===== config.mk =====
export PLATFORM = sky130hd
export DESIGN_NAME = serial_paralelo_rx
export DESIGN_NICKNAME = d
export VERILOG_FILES = /design/src/rtl/serial_paralelo_rx.sv
export SDC_FILE = /design/constraint.sdc
export NUM_CORES = 1
export LEC_CHECK = 0
export CORE_MARGIN = 5
export CORE_UTILIZATION = 25
export CTS_CLUSTER_DIAMETER = 200
export DETAILED_ROUTE_END_ITERATION = 12
export PLACE_DENSITY = 0.45
export RECOVER_POWER = 100
export SYNTH_ARGS = -nofsm -noshare
export SYNTH_HDL_FRONTEND = slang
export SYNTH_SLANG_ARGS = --single-unit

===== constraint.sdc =====
create_clock -name clk_8f -period 3.6 [get_ports clk_8f]
set_input_delay 0.36 -clock clk_8f [delete_from_list [all_inputs] [get_ports clk_8f]]
set_output_delay 0.36 -clock clk_8f [all_outputs]
set_load 0.005 [all_outputs]

===== src/rtl/serial_paralelo_rx.sv =====
// Serial-to-parallel receiver: hunts 0xBC comma alignment, locks after LOCK_COUNT aligned commas.
// Latency: byte visible one edge after its last bit is sampled; outputs hold for 8 edges.
// Backpressure: none; the line runs at clk_8f and the downstream stage must sample every boundary.
// Optional build macro SP_IDLE_DATA_EN: idle commas in ACTIVE drive data_out=COMMA instead of holding.
module serial_paralelo_rx #(
   parameter logic [7:0]  COMMA      = 8'hBC,
   parameter int unsigned LOCK_COUNT = 4      // 2..15
) (
   input  logic       clk_8f,
   input  logic       reset,      // synchronous, active-low
   input  logic       data_in,
   output logic [7:0] data_out,
   output logic       valid_out,
   output logic       active
);

   typedef enum logic [1:0] {
      SEARCH  = 2'd0,
      LOCKING = 2'd1,
      ACTIVE  = 2'd2
   } state_t;

   localparam logic [3:0] LOCK_CNT = 4'(LOCK_COUNT);

   state_t     state_q, state_d;
   // Only the last 7 line bits are needed; the 8th comes straight from data_in.
   logic [6:0] sr_q, sr_d;
   logic [2:0] bit_cnt_q, bit_cnt_d;
   logic [3:0] bc_cnt_q, bc_cnt_d;
   logic [7:0] data_q, data_d;
   logic       valid_q, valid_d;
   logic       active_q, active_d;

   logic [7:0] cand;
   logic       is_comma;
   logic       boundary;
   logic [3:0] bc_inc;

   assign cand     = {sr_q, data_in};
   assign is_comma = (cand == COMMA);
   assign boundary = (bit_cnt_q == 3'd7);
   assign bc_inc   = bc_cnt_q + 4'd1;

   // State and datapath registers with synchronous active-low reset.
   always_ff @(posedge clk_8f) begin
      if (!reset) begin
         state_q   <= SEARCH;
         sr_q      <= '0;
         bit_cnt_q <= '0;
         bc_cnt_q  <= '0;
         data_q    <= 8'h00;
         valid_q   <= 1'b0;
         active_q  <= 1'b0;
      end else begin
         state_q   <= state_d;
         sr_q      <= sr_d;
         bit_cnt_q <= bit_cnt_d;
         bc_cnt_q  <= bc_cnt_d;
         data_q    <= data_d;
         valid_q   <= valid_d;
         active_q  <= active_d;
      end
   end

   // Next-state: alignment hunt, lock counting, and byte presentation at boundaries.
   always_comb begin
      state_d   = state_q;
      sr_d      = cand[6:0];
      bit_cnt_d = bit_cnt_q + 3'd1;
      bc_cnt_d  = bc_cnt_q;
      data_d    = data_q;
      valid_d   = valid_q;
      active_d  = active_q;
      case (state_q)
         SEARCH: begin
            // Bit-level hunt: any 8-bit window equal to the comma sets alignment.
            bit_cnt_d = 3'd0;
            if (is_comma) begin
               state_d  = LOCKING;
               bc_cnt_d = 4'd1;
            end
         end
         LOCKING: begin
            if (boundary) begin
               if (is_comma) begin
                  bc_cnt_d = bc_inc;
                  if (bc_inc == LOCK_CNT) begin
                     state_d  = ACTIVE;
                     active_d = 1'b1;
                  end
               end else begin
                  state_d  = SEARCH;
                  bc_cnt_d = 4'd0;
               end
            end
         end
         ACTIVE: begin
            // Lock loss is not tracked; only reset leaves this state.
            if (boundary) begin
               if (is_comma) begin
                  valid_d = 1'b0;
`ifdef SP_IDLE_DATA_EN
                  data_d  = COMMA;
`else
                  data_d  = data_q;
`endif
               end else begin
                  data_d  = cand;
                  valid_d = 1'b1;
               end
            end
         end
         default: begin
            state_d = SEARCH;
         end
      endcase
   end

   assign data_out  = data_q;
   assign valid_out = valid_q;
   assign active    = active_q;

endmodule

* After elaboration in Yosys (flattened, before gate mapping)
Cells that the tools add are included.
** Operators by class
- Multiplexer cells :: 10
- Reduce and logical (&&, ||, !) cells :: 8
- Equality and inequality tests :: 8
- Bitwise logic cells :: 3
- Add/sub/neg operators :: 2
** Operators by type and width (count)
- 4-bit two-way mux :: 3
- 8-bit equality test (second input constant) :: 1
- 2-bit two-way mux :: 4
- 4-bit case mux with 2 select lines :: 1
- 4-bit AND reduction :: 2
- 2-bit case mux with 3 select lines :: 1
- 3-bit AND reduction :: 2
- 4-bit by 1-bit adder with 4-bit output (second input constant) :: 1
- 4-bit by 3-bit equality test with 1-bit output (second input constant) :: 1
- 2-bit != test (second input constant) :: 2
- 3-bit by 1-bit adder with 3-bit output (second input constant) :: 1
- 3-bit equality test (second input constant) :: 1
- 3-bit != test (second input constant) :: 1
- 1-bit inverter :: 3
- 2-bit by 1-bit equality test with 1-bit output (second input constant) :: 1
- 2-bit equality test (second input constant) :: 1
- 2-bit logical NOT :: 1
- 2-bit AND reduction :: 1
- 2-bit nonzero test :: 1
- 2-bit OR reduction :: 1
- 1-bit two-way mux :: 1
** Word-level totals
- Word-level logic and storage cells :: 38
- Bits in registers :: 26

* Logic depth before layout (Yosys ltp)
- Word-level depth :: 6
- Mapped depth :: 6
- Gate-level depth less buffers :: 6

* Worst setup path before layout
No wires, ideal clock.
- Path kind :: register to register
- From :: reg bit_cnt_q[0]
- To :: reg bc_cnt_q[3]
- Required time :: 3480 ps
- Arrival time :: 1396 ps
- Cell stages (with the launch flop) :: 7
- Setup time :: 120 ps
- Setup slack :: 2085 ps
- Cells stage by stage :: dfxtp_1 -> ha_1 -> ha_1 -> and2_2 -> nand4_1 -> nor2_1 -> a211o_1
** On the way
- Word-level cells in the longest chain between the ends :: 3
** Ends and longest elaborated chain
- from (decl) :: RTL line 28 : logic [2:0] bit_cnt_q, bit_cnt_d;
- from (signal assigned) :: RTL line 57 : bit_cnt_q <= bit_cnt_d;
- 3-bit equality test :: RTL line 41 : assign boundary = (bit_cnt_q == 3'd7);
- 2-bit != test (no source line)
- 3-bit AND reduction (no source line)
- to (signal assigned) :: RTL line 58 : bc_cnt_q <= bc_cnt_d;
- to (decl) :: RTL line 29 : logic [3:0] bc_cnt_q, bc_cnt_d;
No other way between the ends.
A chain may end at the register's enable or synchronous reset.

* Worst setup path after layout
- From :: reg bit_cnt_q[0]
- To :: reg data_q[1], in the netlist data_out[1]
** On the way
- Word-level cells in the longest chain between the ends :: 2
** Ends and longest elaborated chain
- 3-bit equality test :: RTL line 41
- 3-bit AND reduction (no source line)
- to (signal assigned) :: RTL line 59 : data_q <= data_d;
- to (decl) :: RTL line 30 : logic [7:0] data_q, data_d;
No other way between the ends.

==> key figures <==
Run status
  • Status: completed

Clocking
  • CTS sink cnt: 26
  • Post-CTS sizing: 0
  • Clk slew on worst S/H paths: 0.09 ns
  • Setup Buffers After CTS: 0
  • Root buf cell: clkbuf_8
  • Worst-Skew Late Latency: 0.27 ns
  • H-Tree Depth: 1
  • CTS tree: done
  • Hold buffer count at CTS: 0
  • Num CTS Buffers: 3
  • CTS max path bufs: 2

Run
  • Max Cap Viol: 0

Critical path
  • Worst reg2reg setup slack: 1.36 ns
  • Critical Path AT: 2.40 ns
  • Max incr delay on CP: 0.79 ns
  • Critical path buffers and inverters: 0
  • Required time worst endpoint: 3.76 ns
  • Crit-path cells: ha_1 > ha_1 > nand3b_1 > a21oi_1 > mux2i_1 > nor2_1
  • Crit-path slowest cell: a21oi_1
  • Critical Path Fanout Max: 9
  • Worst Setup SP: bit_cnt_q[0]
  • Worst setup SP type: register
  • Setup crit end kind: register
  • Reg2Reg Launch Point: bit_cnt_q[0]
  • FF-to-FF End: data_out[1]
  • Delay-heaviest family, CP: compound AO/OA/AOI/OAI gates
  • Top cell by count, worst path: ha_1
  • Worst setup path endpoint: data_out[1]
  • WS Path Type: reg2reg
  • R2R depth: 6
  • Cell depth of the worst setup path: 6

Min path
  • Hold Crit Depth: 1
  • Hold Crit Class: reg2reg

Drt
  • # DRC: 0
  • Post-DR vias/cell: 4.467
  • Routed wire per std cell: 11.99 um
  • Post-Route WL: 2.002 mm
  • 1st-pass router iterations: 4
  • DRT antenna net count: 0
  • Total number of vias: 746
  • 1st-iter DRT viols: 29

Power and ir drop
  • Tot Pwr: 538.0 uW
  • Leak Pwr: 0.5204 nW
  • Max VDD drop: 0.1282 mV
  • Power density over cell area: 424.9 nW/um^2

Synth
  • Ys Warns: 0
  • Syn Inst Count: 102
  • Synth Flop Type: dfxtp_1
  • FF+latch count, synth: 26
  • Syn_nets: 109
  • Synth top area share: 49.76%
  • Avg Inst Size Synth: 10.25 sq um
  • Register area share after synthesis: 49.76%
  • Mapped Area: 1046 sq um
  • Top post-synthesis cells by area: dfxtp_1, mux2i_1, and2_1
  • Distinct cells, synth: 28
  • Post-synth EDFFs: 0
  • Ys async rst share: 0%
  • Dominant cell type by area after synthesis: dfxtp_1

Timing
  • Fmax: 0.4471 GHz
  • Rel. slew slack: 35.37%
  • Final TNS setup: 0 ns
  • Crit share post-route: 62.12%
  • Setup Skew: 0.005683 ns
  • Final Hold Fails: 0
  • Worst slew pin tran: 0.9695 ns
  • Unrepaired setup endpoints after global routing: no
  • Max Slew Vio Count: 0
  • # setup viols final: 0
  • Period minus WS final: 2.236 ns

Finish
  • # fillers: 430
  • Multi-input logic area: 476.7 sq um
  • Share of cells above drive strength 1: 8.547%
  • ANT cells: 0
  • Commonest non-fill, non-tap cell in the layout: dfxtp_1
  • Register area: 520.5 sq um
  • NumNets Final: 125
  • Synthesis-to-layout area growth: 21.05%
  • Finished Layout Cells: 167
  • Commonest cells after routing, fill and taps aside: dfxtp_1, nor2_1, dlygate4sd3_1, nand2_1

Die
  • Area of the core: 4029 sq um
  • Initial Util: 25.96%
  • # IOs: 13
  • Die Height: 74.69 um
  • Die footprint: 5578 sq um
  • Die span in x: 74.69 um
  • FP Rows: 23

Global routing
  • Vias in the first global route: 761
  • Initial antenna violation count: 0
  • Global-route wire length before repair: 3.512 mm
  • Global route overflow: 0
  • GR Util All Layers: 8.044%
  • Pin count of the biggest net entering global routing: 16

Placement
  • DPL Wire Length: 1.463 mm
  • Placer Congestion: 0.7494
  • Inst Count DP: 163
  • IO Port Bufs: 12
## synth_stat cells, types with 2 or more instances
library cell and number:
o211a_1 2, nand2_1 7, nor2_1 14, mux2i_1 6
and2_1 9, inv_1 3, ha_1 4, nor3_1 2
o21ai_0 5, nor2b_1 2, nand3_1 3, a21oi_1 3
dfxtp_1 26, o221a_2 2
## layout make-up
cell class	count	area share, %
Timing Repair Buffer	12	9.486
Inverter	4	1.186
Clock buffer	3	3.261
Multi-Input combinational cell	71	37.65
Tap cell	50	4.941
Sequential cell	26	41.11
Clock inverter	1	2.372
## worst min path at each step
stage,endpoint,from
floorplan,bit_cnt_q[0],bit_cnt_q[0]
global placement,bit_cnt_q[0],bit_cnt_q[0]
detailed placement,bit_cnt_q[0],bit_cnt_q[0]
CTS,bit_cnt_q[0],bit_cnt_q[0]
global route,bit_cnt_q[0],bit_cnt_q[0]
finish,bit_cnt_q[0],bit_cnt_q[0]
## cell families (layout without fill, tap and decap cells)
| group | Yosys count | after routing | share of synthesized area (%) |
|---|---|---|---|
| flip-flops | 26 | 26 | 49.76 |
| buffers and inverters | 5 | 20 | 1.793 |
| AO/OA/AOI/OAI | 17 | 17 | 13.64 |
| multiplexers | 6 | 6 | 5.742 |
| AND/OR/NAND/NOR | 44 | 44 | 24.28 |
| adder cells (fa/ha/maj) | 4 | 4 | 4.785 |
## through the flow
stage	hold WS, ns	setup WS [ns]	utilization [%]	area, sq um
3_5_place_dp	0.4354	1.478	30.40	1225
2_1_floorplan	0.4084	2.085	-	1046
5_1_grt	0.4837	1.158	31.43	1266
4_1_cts	0.4488	1.781	32.17	1296
6_report	0.4407	1.364	31.43	1266
3_3_place_gp	0.4242	1.564	30.40	1225
## report_power, final
part / internal [mW] / switching [mW] / total (mW)
registers: 0.289 / 0.00137 / 0.290
logic: 0.00360 / 0.00534 / 0.00894
clock network: 0.149 / 0.0900 / 0.239
## sequential cells by signal (all words and copies together) (netlist names)
| register | flops |
|---|---|
| active | 1 |
| bc_cnt_q | 4 |
| bit_cnt_q | 3 |
| data_out | 8 |
| valid_out | 1 |
| sr_q | 7 |
| state_q | 2 |
## layer usage
metal | GRT usage (%) | up-vias | share of wire (%)
li1 | - | 386 | -
met1 | 11.34 | 350 | 52
met3 | 2.403 | 2 | 3.4
met5 | 0 | - | 0
met2 | 11.90 | 8 | 44
met4 | 2.372 | 0 | 0.30
(Power assumes the default switching activity.)
